### src/rtl/muldiv_ctrl_pkg.sv
// Shared definitions for the HI/LO multiply/divide sequencer: op codes,
// FSM states and the execute-stage don't-care operand pattern.
package muldiv_ctrl_pkg;

    localparam logic [1:0] MD_MULT  = 2'b00;
    localparam logic [1:0] MD_MULTU = 2'b01;
    localparam logic [1:0] MD_DIV   = 2'b10;
    localparam logic [1:0] MD_DIVU  = 2'b11;

    // Fill pattern the execute stage drives on unused operand lanes.
    localparam logic [31:0] DC32 = 32'hDEAD_BEEF;

    typedef enum logic [1:0] {
        MD_IDLE = 2'd0,
        MD_RUN  = 2'd1,
        MD_FIX  = 2'd2
    } md_state_t;

    function automatic logic op_is_signed(input logic [1:0] op);
        return (op == MD_MULT) || (op == MD_DIV);
    endfunction

    function automatic logic op_is_div(input logic [1:0] op);
        return (op == MD_DIV) || (op == MD_DIVU);
    endfunction

endpackage

### src/rtl/muldiv_step.sv
// One radix-2 iteration on the {upper, lower} accumulator: shift-add for
// multiply, trial-subtract/restore for divide (upper = remainder, lower = quotient).
module muldiv_step #(
    parameter int WIDTH = 32
) (
    input  logic [2*WIDTH-1:0] acc,
    input  logic [WIDTH-1:0]   operand,
    input  logic               div_mode,
    output logic [2*WIDTH-1:0] acc_next
);

    logic [WIDTH:0] sum;
    logic [WIDTH:0] shifted;
    logic [WIDTH:0] trial;

    always_comb begin
        sum     = {1'b0, acc[2*WIDTH-1:WIDTH]} + (acc[0] ? {1'b0, operand} : '0);
        shifted = {acc[2*WIDTH-1:WIDTH], acc[WIDTH-1]};
        trial   = shifted - {1'b0, operand};
        if (!div_mode) begin
            acc_next = {sum, acc[WIDTH-1:1]};
        end else if (!trial[WIDTH]) begin
            acc_next = {trial[WIDTH-1:0], acc[WIDTH-2:0], 1'b1};
        end else begin
            acc_next = {shifted[WIDTH-1:0], acc[WIDTH-2:0], 1'b0};
        end
    end

endmodule

### src/rtl/muldiv_ctrl.sv
// Multi-cycle MULT/MULTU/DIV/DIVU sequencer owning the HI/LO registers.
//   state   | meaning
//   MD_IDLE | accepts start, MTHI/MTLO writes
//   MD_RUN  | one radix-2 step per cycle on operand magnitudes
//   MD_FIX  | sign correction, HI/LO write, done pulse
module muldiv_ctrl
    import muldiv_ctrl_pkg::*;
#(
    parameter int WIDTH = 32,
    parameter int STEPS = WIDTH
) (
    input  logic             clk,
    input  logic             reset,
    input  logic             start,
    input  logic [1:0]       op,
    input  logic [WIDTH-1:0] rs_val,
    input  logic [WIDTH-1:0] rt_val,
    input  logic             flush,
    input  logic             hi_we,
    input  logic             lo_we,
    input  logic [WIDTH-1:0] wdata,
    output logic             busy,
    output logic             done,
    output logic [WIDTH-1:0] hi,
    output logic [WIDTH-1:0] lo
);

    localparam int CW = $clog2(STEPS);

    md_state_t          state;
    logic [CW-1:0]      cnt;
    logic [2*WIDTH-1:0] acc;
    logic [2*WIDTH-1:0] acc_next;
    logic [2*WIDTH-1:0] prod;
    logic [WIDTH-1:0]   divisor;
    logic [WIDTH-1:0]   rs_keep;
    logic [WIDTH-1:0]   a_f, b_f, a_mag, b_mag, quo, rem;
    logic               a_neg, b_neg;
    logic               is_div, neg_q, neg_r, div0;

    always_comb begin
        a_f   = (rs_val == WIDTH'(DC32)) ? '0 : rs_val;
        b_f   = (rt_val == WIDTH'(DC32)) ? '0 : rt_val;
        a_neg = op_is_signed(op) && a_f[WIDTH-1];
        b_neg = op_is_signed(op) && b_f[WIDTH-1];
        a_mag = a_neg ? -a_f : a_f;
        b_mag = b_neg ? -b_f : b_f;
        prod  = neg_q ? -acc : acc;
        quo   = neg_q ? -acc[WIDTH-1:0] : acc[WIDTH-1:0];
        rem   = neg_r ? -acc[2*WIDTH-1:WIDTH] : acc[2*WIDTH-1:WIDTH];
    end

    muldiv_step #(.WIDTH(WIDTH)) u_step (
        .acc      (acc),
        .operand  (divisor),
        .div_mode (is_div),
        .acc_next (acc_next)
    );

    always_ff @(posedge clk) begin
        if (reset) begin
            state   <= MD_IDLE;
            cnt     <= '0;
            acc     <= '0;
            divisor <= '0;
            rs_keep <= '0;
            is_div  <= 1'b0;
            neg_q   <= 1'b0;
            neg_r   <= 1'b0;
            div0    <= 1'b0;
            hi      <= '0;
            lo      <= '0;
            busy    <= 1'b0;
            done    <= 1'b0;
        end else begin
            done <= 1'b0;
            case (state)
                MD_IDLE: begin
                    if (hi_we) hi <= wdata;
                    if (lo_we) lo <= wdata;
                    if (start && !flush) begin
                        state   <= MD_RUN;
                        busy    <= 1'b1;
                        cnt     <= '0;
                        acc     <= {{WIDTH{1'b0}}, a_mag};
                        divisor <= b_mag;
                        rs_keep <= a_f;
                        is_div  <= op_is_div(op);
                        neg_q   <= a_neg ^ b_neg;
                        neg_r   <= a_neg;
                        div0    <= op_is_div(op) && (b_f == '0);
                    end
                end
                MD_RUN: begin
                    if (flush) begin
                        state <= MD_IDLE;
                        busy  <= 1'b0;
                    end else begin
                        acc <= acc_next;
                        cnt <= cnt + 1'b1;
                        if (cnt == CW'(STEPS - 1)) state <= MD_FIX;
                    end
                end
                MD_FIX: begin
                    state <= MD_IDLE;
                    busy  <= 1'b0;
                    if (!flush) begin
                        done <= 1'b1;
                        // Divide by zero reports the raw dividend, unsigned all-ones quotient.
                        if (div0) begin
                            hi <= rs_keep;
                            lo <= '1;
                        end else if (is_div) begin
                            hi <= rem;
                            lo <= quo;
                        end else begin
                            hi <= prod[2*WIDTH-1:WIDTH];
                            lo <= prod[WIDTH-1:0];
                        end
                    end
                end
                default: begin
                    state <= MD_IDLE;
                    busy  <= 1'b0;
                end
            endcase
        end
    end

endmodule

### config.mk
export PLATFORM = sky130hd
export DESIGN_NAME = muldiv_ctrl
export DESIGN_NICKNAME = d
export VERILOG_FILES = /design/src/rtl/muldiv_ctrl_pkg.sv /design/src/rtl/muldiv_step.sv /design/src/rtl/muldiv_ctrl.sv
export SDC_FILE = /design/constraint.sdc
export NUM_CORES = 1
export LEC_CHECK = 0
export ABC_AREA = 1
export BUFFER_PORTS_ARGS = -buffer_cell sky130_fd_sc_hd__buf_2
export CAP_MARGIN = 20
export CORE_MARGIN = 2
export CORE_UTILIZATION = 30
export DETAILED_ROUTE_END_ITERATION = 7
export GPL_ROUTABILITY_DRIVEN = 0
export PLACE_DENSITY = 0.46
export SYNTH_ARGS = -nofsm -noshare
export SYNTH_HDL_FRONTEND = slang
export SYNTH_SLANG_ARGS = --single-unit
### constraint.sdc
create_clock -name clk -period 2.87 [get_ports clk]
set_input_delay 0.287 -clock clk [delete_from_list [all_inputs] [get_ports clk]]
set_output_delay 0.287 -clock clk [all_outputs]
set_load 0.05 [all_outputs]
After elaboration in Yosys (flattened, before gate mapping)
Index checks and enable logic that the tools add are counted.
{ "op_classes": {"add_sub_neg": 8, "eq_ne": 14, "muxes": 34, "bitwise_logic": 2, "reduce_logical": 19} }
{ "op_table": {"columns": ["op", "n"], "rows": [
  ["two-way mux 32 bit", 15],
  ["two-way mux 64 bit", 5],
  ["negation 32 bit", 4],
  ["case mux 32 bit (2 select lines)", 2],
  ["case mux 64 bit (2 select lines)", 1],
  ["== test 32 bit (second input constant)", 2],
  ["negation 64 bit", 1],
  ["adder 32 x 33 -> 33 bit", 1],
  ["subtractor 33 x 32 -> 33 bit", 1],
  ["zero test 32 bit", 1],
  ["!= test 2 bit (second input constant)", 6],
  ["two-way mux 5 bit", 2],
  ["case mux 5 bit (2 select lines)", 1],
  ["AND reduction 3 bit", 3],
  ["== test 2 bit (second input constant)", 3],
  ["two-way mux 2 bit", 3],
  ["AND reduction 2 bit", 3],
  ["adder 5 x 1 -> 5 bit (second input constant)", 1],
  ["== test 5 bit (second input constant)", 1],
  ["logical AND 1 bit", 4],
  ["zero test 2 bit", 2],
  ["case mux 2 bit (2 select lines)", 1],
  ["nonzero test 2 bit", 2],
  ["two-way mux 1 bit", 3],
  ["8 further kinds", 9]
]} }
{ "totals": {"ff_bits": 205, "wordCells": 90} }

Longest topological paths before layout
{ "depth": {"word_depth": 6, "ltp_mapped": 22, "mapped_depth_nobuf": 20} }

Hierarchy
A second synthesis with hierarchy kept.
{ "unflattened": {"hier_cells": 3371, "area_unflattened_um2": 19167.1} }
{ "by_module_without_submodules": {"columns": ["mod", "instances", "cells_each", "area_per_inst_um2"], "rows": [
  ["muldiv_ctrl", 1, 2063, 12811.0],
  ["muldiv_step", 1, 1308, 6356.1]
]} }

Worst setup path before layout
No wires, ideal clock.
{ "synth_timing": {"path_kind": "reg2reg", "start": "register acc[0]", "end": "register acc[61]", "t_arrival_ns": 2.819, "t_required_ns": 2.738, "slack_ns": -0.081, "path_stages_with_launch": 20, "path_buffers": 2, "period_less_slack_ns": 2.951, "cell_sequence": "dfxtp_1 -> buf_2 -> clkbuf_1 -> nand2_1 -> inv_1 -> ha_1 -> inv_1 -> fa_1 -> inv_1 -> nand2_1 -> o21ai_0 -> a21oi_1 -> o21ai_0 -> nand2_1 -> nand3_1 -> nand3_1 -> nand2_1 -> inv_1 -> nand2_1 -> a21oi_1"} }
{ "synth_between": {"elab_chain_len": 5} }
{ "synth_lines": {"columns": ["element", "line_no", "source"], "rows": [
  ["start: declaration", "muldiv_ctrl.sv:32", "logic [2*WIDTH-1:0] acc;"],
  ["start signal: assignment", "muldiv_ctrl.sv:85", "acc <= {{WIDTH{1'b0}}, a_mag};"],
  ["start signal: assignment", "muldiv_ctrl.sv:99", "acc <= acc_next;"],
  ["two-way mux 32 bit", "muldiv_step.sv:17", "sum = {1'b0, acc[2*WIDTH-1:WIDTH]} + (acc[0] ? {1'b0, operand} : '0);"],
  ["adder 32 x 33 -> 33 bit", "muldiv_step.sv:17", null],
  ["two-way mux 64 bit", "muldiv_step.sv:20", "if (!div_mode) begin"],
  ["two-way mux 64 bit", "muldiv_ctrl.sv:95", "if (flush) begin"],
  ["case mux 64 bit (2 select lines)", "muldiv_ctrl.sv:77", "case (state)"]
]} }
No other way between the ends. The select of a mux whose other input is x is not followed.
A chain may end at the register's enable or synchronous reset.

Worst setup path after layout
{ "layout_timing": {"start": "register acc[0]", "end": "register acc[50]"} }
The elaborated chain is that of the path after synthesis.

==> key figures <==
Final layout
  • Footprint of the flip-flops and latches: roughly 4000 um^2
  • Share of layout cells above drive strength 1: between 10% and 20%
  • Net count of the finished layout: ~3600
  • Summed area of non-filler cells in the final layout: 22100 um^2
  • Fin util: between 30% and 40%
  • Ant diodes: 0
  • Area of the multi-input gates: 12300 um^2
  • Number of fill cells in the layout: between 6000 and 7000
  • Area growth, synth to finish: 21.4%

Timing
  • Number of pins with negative max-slew slack in the final report: 0
  • Total Neg Setup Slack: 0 ps
  • Worst slew pin tran: between 900 and 1000 ps
  • Headroom to the max-slew limit: 36.4%
  • Final worst clock skew: between 20 and 25 ps
  • Peak Freq: around 0.36 GHz
  • Final period demand of the worst path: about 2800 ps
  • Final setup violation count: 0
  • Setup repair after global routing missed its margin: true
  • Number of hold violations in the final report: 0
  • Share of the clock period used by the worst path after layout: just under 100%

Min path
  • Number of cells on the worst hold path: 3
  • Hold Path Class: in2reg

Routing
  • Number of DRC markers in iteration 0: 1801
  • Per-cell via count in the routed design: roughly 5.3
  • DRC violation count after routing: 0
  • Average wire per standard cell: a little over 20 um
  • Via count: between 20000 and 25000
  • Detailed-route wire length: 85600 um
  • Count of TritonRoute iterations in the first routing pass: 6
  • Routed Antenna Nets: 0

Setup path
  • Worst path arrival time: 3290 ps
  • Endpoint kind of the worst setup timing path: register
  • CP cell instances: buf_4 -> buf_12 -> nand2_2 -> inv_1 -> ha_2 -> nand2_1 -> nor2_2 -> inv_1 -> nor3_2 -> buf_4 -> nand4_1 -> nand3_2 -> nor2_1 -> o21ai_0 -> nand2_1 -> inv_1 -> nand2_1 -> a21oi_1
  • Largest fanout on the critical path: 33
  • Depth of the worst register-to-register path: 18
  • Worst setup path class: reg2reg
  • Critical path required time: ~3400 ps
  • Kind of launch point of the worst setup path: register
  • Standard cell with the maximum stage delay on the critical path: ha_2
  • Slowest cell delay on critical path: approximately 370 ps

Pwr
  • Leakage power: 10.9 nW
  • Worst VDD drop: 0.000430 V
  • Final total power: 10.5 mW
  • Pwr per Cell Area: roughly 480 nW/um^2

Placed design
  • Total placed instance area: 20700 um^2
  • Half-perimeter wire length after detailed placement: 68600 um
  • Buffers on Ports: 169

Clock tree
  • Clock tree root buffer cell: clkbuf_16
  • TritonCTS Sinks: approximately 210
  • Clk Latency, worst-skew pair: 590 ps
  • CTS H-tree lvls: 1
  • CTS clock-pin slew for the worst setup and hold paths: around 60 ps
  • CTS Buf Count: 27
  • Max clock buf depth: 3
  • Clock tree from TritonCTS: built

Floorplanning
  • Total number of placement rows: 90
  • Chip Height: about 250 um
  • Starting Density: 30.3%
  • Die Footprint: about 63000 um^2
  • Area of the core region: around 60000 um^2
  • IO Pins: 170
  • Width of the chip: about 250 um

Synth
  • Ys flop type: dfxtp_1
  • Cells after Synth: around 3200
  • Share of synthesized flip-flops with an asynchronous set or reset: 0%
  • Synthesized cell area: 18200 um^2
  • Syn Area/Cell: around 5.7 um^2
  • Yosys Warn Count: 0
  • Sequential share of the synthesized area: a little under a quarter
  • Number of flops mapped to enable cells by yosys: 0
  • #FFs+latches synth: roughly 210
  • Post-synth net total: between 3000 and 4000
  • Synth cell types: 48

Global route
  • Global routing usage summed across all routing layers: around a quarter
  • Global-route wire length before repair: roughly 130000 um
  • Total overflow reported by the global router: 0
  • Number of global-route vias before repair: around 22000
  • Antenna violations before repair: 1
  • Pin count of the biggest net entering global routing: between 100 and 150

Outcome
  • Run status: finished, final reports clean

Job
  • # Max-Cap Violations: 0
-- layout make-up --
class / count / area share [%]
clock buffers: 39 / 3.58
clock inverters: 11 / 0.928
well taps: 782 / 4.43
inverters: 388 / 6.59
multi-input cells: 2486 / 55.6
repair buffers: 338 / 10.2
flip-flops and latches: 205 / 18.6
-- timing repair --
item,4_1_cts,5_1_grt
pin swaps,1,7
gates cloned,0,0
setup endpoints to repair,7,53
resized for setup,12,71
endpoints found under the hold margin,23,0
setup buffers,0,4
hold buffers,15,0
-- layout by cell type (no fill, tap or decap), types with 12 or more instances in the layout --
cell and count:
nand2_1 847, inv_1 365, a21oi_1 361, nor2_1 297, o21ai_0 278, nand3_1 255
dfxtp_1 202, buf_2 169, buf_4 144, ha_1 68, nor3_1 42, nand4_1 42
o22ai_1 42, o21ai_1 32, nand2_2 30, xor2_1 28, clkbuf_16 27, inv_2 18
nand3b_1 18, nor2_2 16, xnor2_1 16, o31ai_1 16, dlygate4sd3_1 15, a31oi_1 13
o21ai_2 12
-- stage by stage --
step | instances | setup WS (ps) | hold WS, ps
4_1_cts | 4243 | 4.81 | 2.10
3_3_place_gp | 4178 | -247 | 453
2_1_floorplan | 3210 | 38.1 | 429
3_5_place_dp | 4178 | -258 | 464
5_1_grt | 4249 | -84.9 | 29.3
6_report | 4249 | 70.8 | 30.6
-- critical path: cells and delay by family, from the launching register on --
| kind | cells | cell delay (ps) |
|---|---|---|
| AOI/OAI and AO/OA | 2 | 300 |
| adders and majority gates | 1 | 370 |
| DFF | 1 | 310 |
| buffers and inverters | 6 | 720 |
| and+or+nand+nor | 9 | 1000 |
-- layer usage --
layer | track usage [%] | part of all wire, % | vias to the layer above
li1 | - | - | 11091
met1 | 31.3 | 41 | 10587
met2 | 45.9 | 47 | 827
met3 | 2.40 | 5.0 | 214
met4 | 16.5 | 7.2 | 0
met5 | 0 | 0 | -
-- state kept, by name (all words and copies together) (netlist names) --
signal / count
busy: 1
divisor: 32
lo: 32
cnt: 5
done: 1
is_div: 1
rs_keep: 32
neg_q: 1
neg_r: 1
acc: 64
state: 2
hi: 32
div0: 1
-- path summary, 6_finish.rpt --
path,from,to,slack (ps)
max,acc[0]$_SDFFE_PP0P_,acc[50]$_SDFFE_PP0P_,70
min,wdata[15],lo[15]$_SDFFE_PP0P_,30
max reg2reg,acc[0]$_SDFFE_PP0P_,acc[50]$_SDFFE_PP0P_,70
min reg2reg,cnt[4]$_SDFFE_PP0P_,cnt[4]$_SDFFE_PP0P_,470
-- report_power, final --
part	switching, mW	internal (mW)
Clock	1.46	2.37
Sequential	0.181	3.07
Combinational	2.40	1.06
Total	4.04	6.50
-- logic make-up (layout without fill, tap and decap cells) --
group	Yosys count	count (layout)	synth area share, %
DFF	205	205	22.5
and+or+nand+nor	1571	1571	36.1
adders and majority gates	72	72	5.03
buffers and inverters	519	776	11.0
xor gates and xnor gates	44	44	2.12
AOI/OAI and AO/OA	799	799	23.2
-- cells in the mapped netlist (all sizes together) (28+ instances only) --
cell type / count / area [um^2]
clkbuf: 95 / 357
nand3: 259 / 1300
buf: 36 / 194
nor2: 320 / 1240
xor2: 28 / 245
nand4: 42 / 263
nor3: 44 / 220
ha: 70 / 876
inv: 383 / 1440
dfxtp: 205 / 4100
a21oi: 370 / 1850
o21ai: 323 / 1630
o22ai: 42 / 263
nand2: 877 / 3340
(Power assumes the default switching activity.)
